### src/rtl/alu_op_issuer.sv
// Command FIFO plus issue sequencer for a combinational alu: queues operand/opcode
// commands, drives them one at a time, and returns the registered result on a valid/ready channel.
module alu_op_issuer #(
    parameter int DATA_W     = 32,
    parameter int OP_W       = 5,
    parameter int FIFO_DEPTH = 4,
    parameter int MAX_OP     = 7
) (
    input  logic                          clk_i,
    input  logic                          rst_i,
    input  logic                          cmd_valid_i,
    output logic                          cmd_ready_o,
    input  logic [DATA_W-1:0]             cmd_a_i,
    input  logic [DATA_W-1:0]             cmd_b_i,
    input  logic [OP_W-1:0]               cmd_op_i,
    output logic [DATA_W-1:0]             alu_a_o,
    output logic [DATA_W-1:0]             alu_b_o,
    output logic [OP_W-1:0]               alu_op_o,
    input  logic [DATA_W-1:0]             alu_res_i,
    output logic                          rsp_valid_o,
    input  logic                          rsp_ready_i,
    output logic [DATA_W-1:0]             rsp_data_o,
    output logic                          rsp_err_o,
    output logic                          busy_o,
    output logic [$clog2(FIFO_DEPTH):0]   cmd_count_o
);
    // state | meaning
    // IDLE  | nothing in flight, waiting for a queued command
    // DRIVE | alu inputs driven, result settling this cycle
    // RESP  | result held on rsp_*, waiting for rsp_ready_i
    localparam logic [1:0] ST_IDLE  = 2'd0;
    localparam logic [1:0] ST_DRIVE = 2'd1;
    localparam logic [1:0] ST_RESP  = 2'd2;

    localparam int PTR_W = $clog2(FIFO_DEPTH);
    localparam int CNT_W = PTR_W + 1;
    localparam logic [CNT_W-1:0] FULL_CNT = CNT_W'(FIFO_DEPTH);
    localparam logic [OP_W-1:0]  MAX_OP_V = OP_W'(MAX_OP);

    logic [DATA_W-1:0] mem_a_q [FIFO_DEPTH];
    logic [DATA_W-1:0] mem_a_d [FIFO_DEPTH];
    logic [DATA_W-1:0] mem_b_q [FIFO_DEPTH];
    logic [DATA_W-1:0] mem_b_d [FIFO_DEPTH];
    logic [OP_W-1:0]   mem_op_q [FIFO_DEPTH];
    logic [OP_W-1:0]   mem_op_d [FIFO_DEPTH];

    logic [PTR_W-1:0]  wr_ptr_q, wr_ptr_d, rd_ptr_q, rd_ptr_d;
    logic [CNT_W-1:0]  count_q, count_d;
    logic [1:0]        state_q, state_d;
    logic [DATA_W-1:0] alu_a_q, alu_a_d, alu_b_q, alu_b_d;
    logic [OP_W-1:0]   alu_op_q, alu_op_d;
    logic              rsp_valid_q, rsp_valid_d, rsp_err_q, rsp_err_d;
    logic [DATA_W-1:0] rsp_data_q, rsp_data_d;
    logic              push, pop, fifo_empty;

    // Ready depends only on registered occupancy, so a pop in the same cycle never frees a full FIFO.
    assign cmd_ready_o = (count_q != FULL_CNT);
    assign fifo_empty  = (count_q == '0);
    assign push        = cmd_valid_i && cmd_ready_o;

    always_comb begin
        state_d     = state_q;
        pop         = 1'b0;
        mem_a_d     = mem_a_q;
        mem_b_d     = mem_b_q;
        mem_op_d    = mem_op_q;
        wr_ptr_d    = wr_ptr_q;
        rd_ptr_d    = rd_ptr_q;
        count_d     = count_q;
        alu_a_d     = alu_a_q;
        alu_b_d     = alu_b_q;
        alu_op_d    = alu_op_q;
        rsp_valid_d = rsp_valid_q;
        rsp_err_d   = rsp_err_q;
        rsp_data_d  = rsp_data_q;

        case (state_q)
            ST_IDLE: begin
                if (!fifo_empty) begin
                    pop     = 1'b1;
                    state_d = ST_DRIVE;
                end
            end
            ST_DRIVE: begin
                rsp_valid_d = 1'b1;
                rsp_err_d   = (alu_op_q > MAX_OP_V);
                rsp_data_d  = rsp_err_d ? '0 : alu_res_i;
                state_d     = ST_RESP;
            end
            ST_RESP: begin
                if (rsp_ready_i) begin
                    rsp_valid_d = 1'b0;
                    if (!fifo_empty) begin
                        pop     = 1'b1;
                        state_d = ST_DRIVE;
                    end else begin
                        state_d = ST_IDLE;
                    end
                end
            end
            default: state_d = ST_IDLE;
        endcase

        if (pop) begin
            alu_a_d  = mem_a_q[rd_ptr_q];
            alu_b_d  = mem_b_q[rd_ptr_q];
            alu_op_d = mem_op_q[rd_ptr_q];
            rd_ptr_d = rd_ptr_q + 1'b1;
        end
        if (push) begin
            mem_a_d[wr_ptr_q]  = cmd_a_i;
            mem_b_d[wr_ptr_q]  = cmd_b_i;
            mem_op_d[wr_ptr_q] = cmd_op_i;
            wr_ptr_d           = wr_ptr_q + 1'b1;
        end
        case ({push, pop})
            2'b10:   count_d = count_q + 1'b1;
            2'b01:   count_d = count_q - 1'b1;
            default: count_d = count_q;
        endcase
    end

    always_ff @(posedge clk_i) begin
        if (rst_i) begin
            for (int i = 0; i < FIFO_DEPTH; i++) begin
                mem_a_q[i]  <= '0;
                mem_b_q[i]  <= '0;
                mem_op_q[i] <= '0;
            end
            wr_ptr_q    <= '0;
            rd_ptr_q    <= '0;
            count_q     <= '0;
            state_q     <= ST_IDLE;
            alu_a_q     <= '0;
            alu_b_q     <= '0;
            alu_op_q    <= '0;
            rsp_valid_q <= 1'b0;
            rsp_err_q   <= 1'b0;
            rsp_data_q  <= '0;
        end else begin
            mem_a_q     <= mem_a_d;
            mem_b_q     <= mem_b_d;
            mem_op_q    <= mem_op_d;
            wr_ptr_q    <= wr_ptr_d;
            rd_ptr_q    <= rd_ptr_d;
            count_q     <= count_d;
            state_q     <= state_d;
            alu_a_q     <= alu_a_d;
            alu_b_q     <= alu_b_d;
            alu_op_q    <= alu_op_d;
            rsp_valid_q <= rsp_valid_d;
            rsp_err_q   <= rsp_err_d;
            rsp_data_q  <= rsp_data_d;
        end
    end

    assign alu_a_o     = alu_a_q;
    assign alu_b_o     = alu_b_q;
    assign alu_op_o    = alu_op_q;
    assign rsp_valid_o = rsp_valid_q;
    assign rsp_data_o  = rsp_data_q;
    assign rsp_err_o   = rsp_err_q;
    assign busy_o      = (state_q != ST_IDLE) || !fifo_empty;
    assign cmd_count_o = count_q;

endmodule

### config.mk
export PLATFORM = sky130hd
export DESIGN_NAME = alu_op_issuer
export DESIGN_NICKNAME = d
export VERILOG_FILES = /design/src/rtl/alu_op_issuer.sv
export SDC_FILE = /design/constraint.sdc
export NUM_CORES = 1
export LEC_CHECK = 0
export CAP_MARGIN = 20
export CORE_MARGIN = 3
export CORE_UTILIZATION = 40
export DETAILED_ROUTE_END_ITERATION = 16
export GPL_TIMING_DRIVEN = 0
export PLACE_DENSITY_LB_ADDON = 0.25
export RECOVER_POWER = 50
export REMOVE_ABC_BUFFERS = 1
export SLEW_MARGIN = 20
export SYNTH_ARGS = -nofsm -noshare
export SYNTH_HDL_FRONTEND = slang
export SYNTH_SLANG_ARGS = --single-unit
### constraint.sdc
create_clock -name clk_i -period 2.7 [get_ports clk_i]
set_input_delay 0.675 -clock clk_i [delete_from_list [all_inputs] [get_ports clk_i]]
set_output_delay 0.675 -clock clk_i [all_outputs]
set_load 0.005 [all_outputs]
# Word level (Yosys, flattened, before mapping)
# Index checks and enable logic that the tools add are counted.
# totals
reg_bits	388
input_bits	105
output_inout_bits	108
word_cells	77
# op_classes
add_sub_neg	4
magnitude_cmp	4
n_eq_ne	7
muxes	27
bitwise_logic	2
n_reduce_logical	11
# op_table
op	count
$bwmux W128	2
$mux W32	6
$bmux W32 S2	2
$demux W32 S2	1
$bwmux W20	1
$mux W5	3
$bmux W5 S2	1
$demux W5 S2	1
$ge A3 B3 Y1 const B	2
$not A2 Y3	2
$pmux W2 S3	1
$pmux W3 S2	1
$reduce_bool A2 Y1	3
$gt A5 B3 Y1 const B	1
$add A2 B1 Y2 const B	2
$eq A2 B1 Y1 const B	2
$eq A2 B2 Y1 const B	2
$mux W1	4
$mux W2	2
$ne A2 B2 Y1 const B	2
$pmux W1 S2	2
$reduce_and A2 Y1	2
$add A3 B1 Y3 const B	1
$logic_not A3 Y1	1
other kinds (7)	8

# Longest topological paths before layout
# logic_depth
word_depth	6
ltp_mapped	9
ltp_nobuf	8

# Worst setup path after synthesis
# OpenSTA, ideal clock, no wires.
# synth_path
kind	input-to-reg
start	input port rsp_ready_i
end	register count_q[2] (netlist: cmd_count_o[2])
arrival_ns	2.663
required_ns	2.629
setup_slack_ns	-0.034
stages	9
cell_sequence	nor2b_1 nor3_1 clkbuf_1 ha_1 inv_1 fa_1 xor2_1 or3_1 a21oi_1
# synth_between
elab_chain_len	4
# synth_rtl
item	line_no	source
start: declaration	21	input logic rsp_ready_i,
$mux W1 (*)	91	if (rsp_ready_i) begin
$pmux W1 S2 (*)	77	case (state_q)
via pop	54	logic push, pop, fifo_empty;
$eq A2 B1 Y1 or $eq A2 B2 Y1 (tied branches)	116	case ({push, pop})
$pmux W3 S2 or $reduce_bool A2 Y1 (tied branches)	--	
end signal: assignment	146	count_q <= count_d;
end: declaration	48	logic [CNT_W-1:0] count_q, count_d;
# The timed path passes the listed nets; every way through them passes the cells marked *.
# A chain may end at the register's enable or synchronous reset.

# Final worst setup path
# layout_path
start	register count_q[2] (netlist: cmd_count_o[2])
end	output port busy_o
# layout_between
elab_chain_len	3
# layout_rtl
item	line_no	source
$logic_not A3 Y1	58	assign fifo_empty = (count_q == '0);
$logic_not A1 Y1	163	assign busy_o = (state_q != ST_IDLE) || !fifo_empty;
$logic_or A1 B1 Y1	163	
end: declaration	24	output logic busy_o,
# Every way passes these cells.

==> run metrics <==
worst r2r src cmd_count_o[2]$_SDFFE_PP0P_; WP data required 2.03 ns; CP max stage cell or3_1; commonest non-fill, non-tap cell in the layout nand2b_1; # fillers 3661; grt ovf 0; gr usage total 17.10%; Synth Register Bits 388; Yosys top cell area share 46.64%; Root Buffer clkbuf_16; yosys warns 0; Critical Path Start Type register; synthesized instance count 1461; Register Area 7772 sq um; synth unique cells 37; first-pass GRT wire length 61670 microns; Initial DRC Count 556; critical path, cell by cell or3_1 -> or3_1 -> dlygate4sd2_1; Post-Route WL 38210 microns; pin count of the biggest net entering global routing 183; CP Class register to output pin; ant diodes 0; commonest cells after routing, fill and taps aside 416 x nand2b_1, 386 x dfxtp_1, 276 x mux2i_1; Max Root-Sink Buffers 3; final max-slew violation count 0; Sequential Power Share 39.0%; internal power 12.39 mW; Reg-to-Reg End cmd_count_o[2]$_SDFFE_PP0P_; final worst slack 0.1038 ns; Worst Hold Launch alu_a_o[2]$_SDFFE_PP0P_; chip height 210.0 microns; static leakage 8.728 nW; largest area contributor in the netlist dfxtp_1; Post-DRT Antenna Nets 0; Top Metal Used met5; Sink Count 388; Sw Ratio 28.28%; placed cell areas 19360 sq um; Crit path largest cell delay 0.40 ns; path category of the worst min-delay check register to register; TritonRoute pass-1 iters 4; Psw 4.885 mW; worst-skew pair later-pin latency 0.55 ns; Avg WL per Cell 17.42 microns; port bufs 212; Final TNS setup 0 ns; cells on worst reg2reg path 9; final instance area 20880 sq um; area of the multi-input gates 8299 sq um; share of layout cells above drive strength 1 10.95%; Core Footprint 41020 sq um; buffers and inverters on the worst path 1; register area share after synthesis 46.64%; crit path time final 2.596 ns; clock share of power 37.1%; VDD IR max 0.0004898 V; Clock transition at path regs 0.06 ns; Pwr per Cell Area 827.5 nW/um^2; RSZ-0062 raised after global routing false; crit path DAT 1.92 ns; Comb pwr share 23.9%; I/O Pins 213; max cap viols 0; Rows 74; Layout area overhead 25.38%; DIE WIDTH 210.0 microns; register-to-register setup slack 0.23 ns; final worst-path cycle share 96.16%; DR vias 10988; dpl ws -0.5238 ns; CP top delay family simple AND/OR/NAND/NOR gates; initial antenna violation count 2; Met1 Wirelength 18040 microns; Worst Skew 0.01372 ns; layout net count 1740; most frequent CP cell or3_1; top cells by area, synth dfxtp_1 47%, mux2i_1 17%, nand2b_1 16%; Worst-Margin Slew 1.260 ns; Setup crit end kind output pin; Hold Path End alu_a_o[2]$_SDFFE_PP0P_; Worst Hold Depth 2; Avg Cell Area, Syn 11.40 sq um; Residual DRC 0; vias per cell 5.008; length of routed met2 wiring 17850 microns; Syn Std Cell Area 16650 sq um; fmax 385.2 MHz; Initial Utilization 40.60%; vias in the first global route 11405; CP Max Fanout 6; Inserted Clock Buffers 44; final setup violation count 0; WL met3 1664 microns; CTS tree yes; H-tree levels 2; Final Hold Viols 0; status finished clean; die area 44120 sq um; Max-slew headroom 15.98%; DP HPWL 23770 microns; Final GP Congestion 0.7017
[worst max-delay path by stage]
stage	slack, ns	from	to	cells past startpoint
after floorplan	-3.31	rsp_ready_i	cmd_count_o[2]$_SDFFE_PP0P_	8
after global placement	-20.28	rst_i	state_q[0]$_SDFFE_PP0P_	2
after detailed placement	-0.52	rsp_ready_i	cmd_count_o[2]$_SDFFE_PP0P_	10
after CTS	0.05	rsp_ready_i	cmd_count_o[2]$_SDFFE_PP0P_	10
after global routing	0.02	cmd_count_o[2]$_SDFFE_PP0P_	busy_o	3
final	0.10	cmd_count_o[2]$_SDFFE_PP0P_	busy_o	3
[power by group through the flow]
stage	Clock (mW)	Sequential [mW]	Combinational [mW]
floorplan	0	6.97	2.18
global placement	0	7.02	3.29
detailed placement	0	6.88	4.26
CTS	6.58	6.76	4.28
global route	6.83	6.82	4.46
finish	6.41	6.74	4.13
[synthesized netlist by cell type]
cell and n:
nand3_1 5, o2bb2ai_1 69, a21oi_1 6, nand2_1 1, clkbuf_1 75, nor3_1 3, o31ai_1 1, a22oi_1 32
buf_6 7, buf_4 14, nand4_1 1, nand3_2 1, inv_1 6, mux2_2 1, ha_1 5, nand2b_1 416
and3_1 2, nor2b_1 3, or4_1 1, nor4_2 1, o21ai_0 1, dfxtp_1 388, nand3b_1 1, a21o_1 2
buf_2 20, nor4b_2 1, and3_4 1, buf_1 5, nor2_1 38, or3b_4 1, or3_1 3, a311oi_1 1
buf_12 1, mux4_2 69, mux2i_1 276, fa_1 1, xor2_1 2
[timing repair]
item                       in CTS  in global routing
setup buffers                   1                  3
hold buffers                    0                  0
resized for setup               1                  1
pin swaps                       0                  1
setup endpoints to repair       2                  1
[state kept, by name, indices dropped and copies added, names as in the netlist, 3 cells and up]
signal       flops
rsp_data_o      32
mem_b_q        128
alu_a_o         32
cmd_count_o      3
mem_a_q        128
mem_op_q        20
alu_b_o         32
alu_op_o         5
[metal layers]
| metal | vias up | track usage (%) |
|---|---|---|
| met5 | - | 0 |
| met4 | 4 | 4.743 |
| met3 | 52 | 3.393 |
| met2 | 187 | 28.12 |
| met1 | 5334 | 23.13 |
| li1 | 5411 | - |
[area by class of cell]
class,instances,area share [%]
well taps,532,3.188
multi-input cells,945,39.75
clock inverters,18,1.414
flip-flops and latches,388,37.22
repair buffers,244,12.25
inverters,6,0.1079
clock buffers,61,6.064
[worst reg2reg max path: cells and delay by family, from the launching register on]
family / cells / cell delay (ns)
simple gates: 3 / 0.81
fa+ha+maj: 2 / 0.55
flops: 1 / 0.43
buf+inv: 2 / 0.27
xor+xnor: 1 / 0.18
compound gates: 1 / 0.16
[kinds of logic (layout without fill, tap and decap cells)]
logic type      count (synthesis)  in the layout  share of synthesized area [%]
simple gates                  479            479                          17.54
flops                         388            388                          46.64
buf+inv                       128            329                          3.764
xor+xnor                        2              2                         0.1052
fa+ha+maj                       6              6                         0.4959
mux                           346            346                          25.99
compound gates                112            112                          5.470
[per-stage QoR]
stage                     utilization (%)  hold slack [ns]  std cells  total power, mW
final                               50.91           0.4682       2194            17.28
after global placement              45.92           0.4550       2083            10.32
after floorplan                         -           0.4449       1339            9.155
after global routing                50.91           0.4845       2194            18.11
after detailed placement            47.21           0.4608       2111            11.14
after CTS                           51.03           0.4732       2191            17.62
Note: power is estimated with default switching activity, not from simulation.
